--- src/rtl/prio_enc_pkg.sv ---
// Shared types and sizing helpers for the registered priority encoder.
package prio_enc_pkg;

  typedef enum logic {
    PE_FIXED = 1'b0,
    PE_RR    = 1'b1
  } pe_mode_t;

  // Index width that never collapses to zero bits.
  function automatic int clog2_min1(input int n);
    int w;
    w = $clog2(n);
    return (w < 1) ? 1 : w;
  endfunction

endpackage

--- src/rtl/prio_pick.sv ---
// Combinational winner selection: rotate the candidates so the search starts
// just after ptr, take the lowest set bit, then map back to a line index.
module prio_pick
  import prio_enc_pkg::*;
#(
  parameter int       N    = 8,
  parameter int       W    = clog2_min1(N),
  parameter pe_mode_t MODE = PE_FIXED
) (
  input  logic [N-1:0] cand,
  input  logic [W-1:0] ptr,
  output logic [W-1:0] win,
  output logic         any
);

  logic [W-1:0] shift;
  logic [N-1:0] rot;
  logic [W-1:0] first;
  logic [W:0]   sum;

  // Out-of-range pointers also fall back to a search starting at line 0.
  always_comb begin
    shift = '0;
    if (MODE == PE_RR && ptr < W'(N - 1))
      shift = ptr + 1'b1;
  end

  // rot[i] = cand[(i + shift) mod N]
  generate
    for (genvar gi = 0; gi < N; gi++) begin : g_rot
      always_comb begin
        int src;
        src = gi + int'(shift);
        if (src >= N)
          src = src - N;
        rot[gi] = cand[src];
      end
    end
  endgenerate

  always_comb begin
    first = '0;
    for (int i = N - 1; i >= 0; i--) begin
      if (rot[i])
        first = W'(i);
    end
  end

  always_comb begin
    sum = {1'b0, first} + {1'b0, shift};
    if (sum >= (W+1)'(N))
      sum = sum - (W+1)'(N);
    win = sum[W-1:0];
    any = |cand;
  end

endmodule

--- src/rtl/prio_encoder_q.sv ---
// Registered N-to-log2(N) priority encoder: requests latch into a pending
// vector and are issued one index at a time over a valid/ready handshake.
module prio_encoder_q
  import prio_enc_pkg::*;
#(
  parameter int       N    = 8,
  parameter int       W    = clog2_min1(N),
  parameter pe_mode_t MODE = PE_FIXED
) (
  input  logic         clk,
  input  logic         reset_n,
  input  logic [N-1:0] req,
  input  logic         out_ready,
  output logic         out_valid,
  output logic [W-1:0] out_index,
  output logic [N-1:0] pending,
  output logic         dup
);

  logic [N-1:0] pending_reg, pending_next;
  logic         valid_reg, valid_next;
  logic [W-1:0] index_reg, index_next;
  logic [W-1:0] ptr_reg, ptr_next;
  logic         dup_reg, dup_next;

  logic [N-1:0] cand;
  logic [N-1:0] win_onehot;
  logic [W-1:0] win;
  logic         any;
  logic         load;

  assign cand = pending_reg | req;
  assign load = !valid_reg || out_ready;

  prio_pick #(
    .N    (N),
    .W    (W),
    .MODE (MODE)
  ) u_pick (
    .cand (cand),
    .ptr  (ptr_reg),
    .win  (win),
    .any  (any)
  );

  generate
    for (genvar gi = 0; gi < N; gi++) begin : g_onehot
      assign win_onehot[gi] = (win == W'(gi));
    end
  endgenerate

  // The in-flight grant is not part of pending, so a request for the same
  // line while stalled is a fresh event rather than a duplicate.
  always_comb begin
    pending_next = cand;
    valid_next   = valid_reg;
    index_next   = index_reg;
    ptr_next     = ptr_reg;
    dup_next     = |(req & pending_reg);
    if (load) begin
      if (any) begin
        valid_next   = 1'b1;
        index_next   = win;
        pending_next = cand & ~win_onehot;
        if (MODE == PE_RR)
          ptr_next = win;
      end else begin
        valid_next   = 1'b0;
        pending_next = '0;
      end
    end
  end

  always_ff @(posedge clk or negedge reset_n) begin
    if (!reset_n) begin
      pending_reg <= '0;
      valid_reg   <= 1'b0;
      index_reg   <= '0;
      ptr_reg     <= W'(N - 1);
      dup_reg     <= 1'b0;
    end else begin
      pending_reg <= pending_next;
      valid_reg   <= valid_next;
      index_reg   <= index_next;
      ptr_reg     <= ptr_next;
      dup_reg     <= dup_next;
    end
  end

  assign out_valid = valid_reg;
  assign out_index = index_reg;
  assign pending   = pending_reg;
  assign dup       = dup_reg;

endmodule
--- config.mk ---
export PLATFORM = sky130hd
export DESIGN_NAME = prio_encoder_q
export DESIGN_NICKNAME = d
export VERILOG_FILES = /design/src/rtl/prio_enc_pkg.sv /design/src/rtl/prio_pick.sv /design/src/rtl/prio_encoder_q.sv
export SDC_FILE = /design/constraint.sdc
export NUM_CORES = 1
export LEC_CHECK = 0
export CAP_MARGIN = 20
export CORE_MARGIN = 2
export CORE_UTILIZATION = 40
export CTS_BUF_LIST = sky130_fd_sc_hd__clkbuf_8
export CTS_CLUSTER_DIAMETER = 80
export DETAILED_ROUTE_END_ITERATION = 7
export PLACE_DENSITY = 0.73
export SLEW_MARGIN = 25
export SYNTH_ARGS = -nofsm -noshare
export SYNTH_HDL_FRONTEND = slang
export SYNTH_HIERARCHICAL = 1
export SYNTH_SLANG_ARGS = --single-unit
--- constraint.sdc ---
create_clock -name clk -period 2.7 [get_ports clk]
set_clock_uncertainty 0.15 [all_clocks]
set_input_delay 0.81 -clock clk [delete_from_list [all_inputs] [get_ports clk]]
set_output_delay 0.81 -clock clk [all_outputs]
set_load 0.05 [all_outputs]
==> results.tsv <==
metric	value	unit
fillers	130	
clock_sinks	13	
synth_nets	77	
min_path_cells	1	
start_kind	input pin	
hold_violations	0	
post_cts_resized	0	
die_h	44.9	um
maxSlewViolCount	0	
outcome	complete, no violations	
wire_per_inst	14.3	um
ir_drop	0.343	mV
fp.dieW	44.9	um
gp_congestion	0.882	
drtIter0Drc	8	
p_per_area	458	nW/um^2
worst_setup_path_end_kind	flop	
post-route-util	0.674	
n_antenna_cell	0	
min_period	2.60	ns
cts_buffers	3	
die_area	2020	sq um
drc	0	
path_class	input pin to flop	
cts_buffer_depth	2	
cts_tree	yes	
holdPathEnd	out_index[2]	
antenna_found_initial	0	
avgSynthCellArea	10.2	sq um
fmax	385	MHz
largest_register_ff_count	8	
rr_worst_depth	4	
crit_arrival	2.57	ns
grt_pass1_wl	2820	um
cts_setup_buffers	0	
hold_buffers	0	
reg2reg_slack	0.68	ns
viasPerCell	5.35	
crit_path_max_fanout	5	
dr.pass1.iters	4	
critPathRequiredTime	2.67	ns
post_synth_inst_count	66	
r2r-start	pending[7]	
grt_use_total	0.196	
cts_max_level	1	
cts.clk_slew.worst_paths	0.06	ns
portBuffers	23	
cap_violations	0	
cpPeakStageDelay	0.42	ns
timing.rr.end	pending[3]	
relSlewSlack	0.597	
final_cell_mix	clkdlybuf4s50_1, dfrtp_1, buf_4	
hp-class	flop to flop	
nets	114	
grt_pass1_vias	607	
p_leak	0.419	nW
crit_chain	clkdlybuf4s50_1 -> or2_2 -> nor4_2 -> and3b_1 -> o311a_2	
fp-row-count	14	
clkLatencyLatePin	0.24	ns
syn_to_final_growth	54.9	%
drive_above_1_share	0.284	
rsz0062_at_grt	no	
post-route-period-util	0.963	
slowest_stage	clkdlybuf4s50_1	
ys_warn_count	6	
setup_violations	0	
root_buffer	clkbuf_8	
syn_area	671	sq um
whs	0.361	ns
start_util	0.435	
worstMarginPinSlew	0.603	ns
holdCritStartpoint	out_index[2]	
grt_overflow_total	0	
drt-total-wl	1680	um
placed_cells	114	
dp_hpwl	1320	um
ant_nets	0	
layout_commonest_cell	clkdlybuf4s50_1	
layoutNonFillerInstCount	118	
grt_max_degree	14	
design.core.area	1540	sq um
io_pins	24	
routed-via-count	631	
through the flow:
step / setup slack, ns / TNS (ns) / power (mW) / area [sq um]
after floorplan: 0.187 / 0 / 0.259 / 671
after global placement: -0.114 / -0.617 / 0.305 / 988
after detailed placement: -0.161 / -1.24 / 0.306 / 988
after CTS: 0.0907 / 0 / 0.481 / 1030
after global routing: 0.0258 / 0 / 0.501 / 1040
final: 0.101 / 0 / 0.476 / 1040
routing by layer:
metal  up-vias  share of wire  GRT usage
li1        315              -          -
met1       295           0.46      0.277
met2        19           0.48      0.306
met3         2          0.053     0.0400
met4         0         0.0059     0.0529
met5         -              0          0
layout make-up:
class	instances	area, sq um	area share
flip-flops and latches	13	325	0.313
clock inverters	1	3.75	0.00361
inverters	1	3.75	0.00361
multi-input cells	52	347	0.334
clock buffers	3	41.3	0.0398
well taps	16	20.0	0.0193
repair buffers	32	298	0.287
critical path, delay by kind of cell:
kind | cells | cell delay (ns)
and+or+nand+nor | 3 | 0.93
AOI/OAI and AO/OA | 1 | 0.42
buffers and inverters | 1 | 0.42
worst max path at each step:
stage / start / to / slack (ns)
3_3_place_gp: req[4] / pending[3] / -0.11
2_1_floorplan: req[4] / pending[5] / 0.19
6_report: req[4] / pending[3] / 0.10
4_1_cts: req[6] / pending[4] / 0.09
5_1_grt: req[4] / pending[6] / 0.03
3_5_place_dp: req[6] / pending[4] / -0.16
power by group:
group          switching [mW]  total (mW)  internal, mW
Clock                  0.0719       0.172         0.100
Combinational          0.0534      0.0973        0.0439
Sequential            0.00409       0.206         0.202
Note: power is estimated with default switching activity, not from simulation.
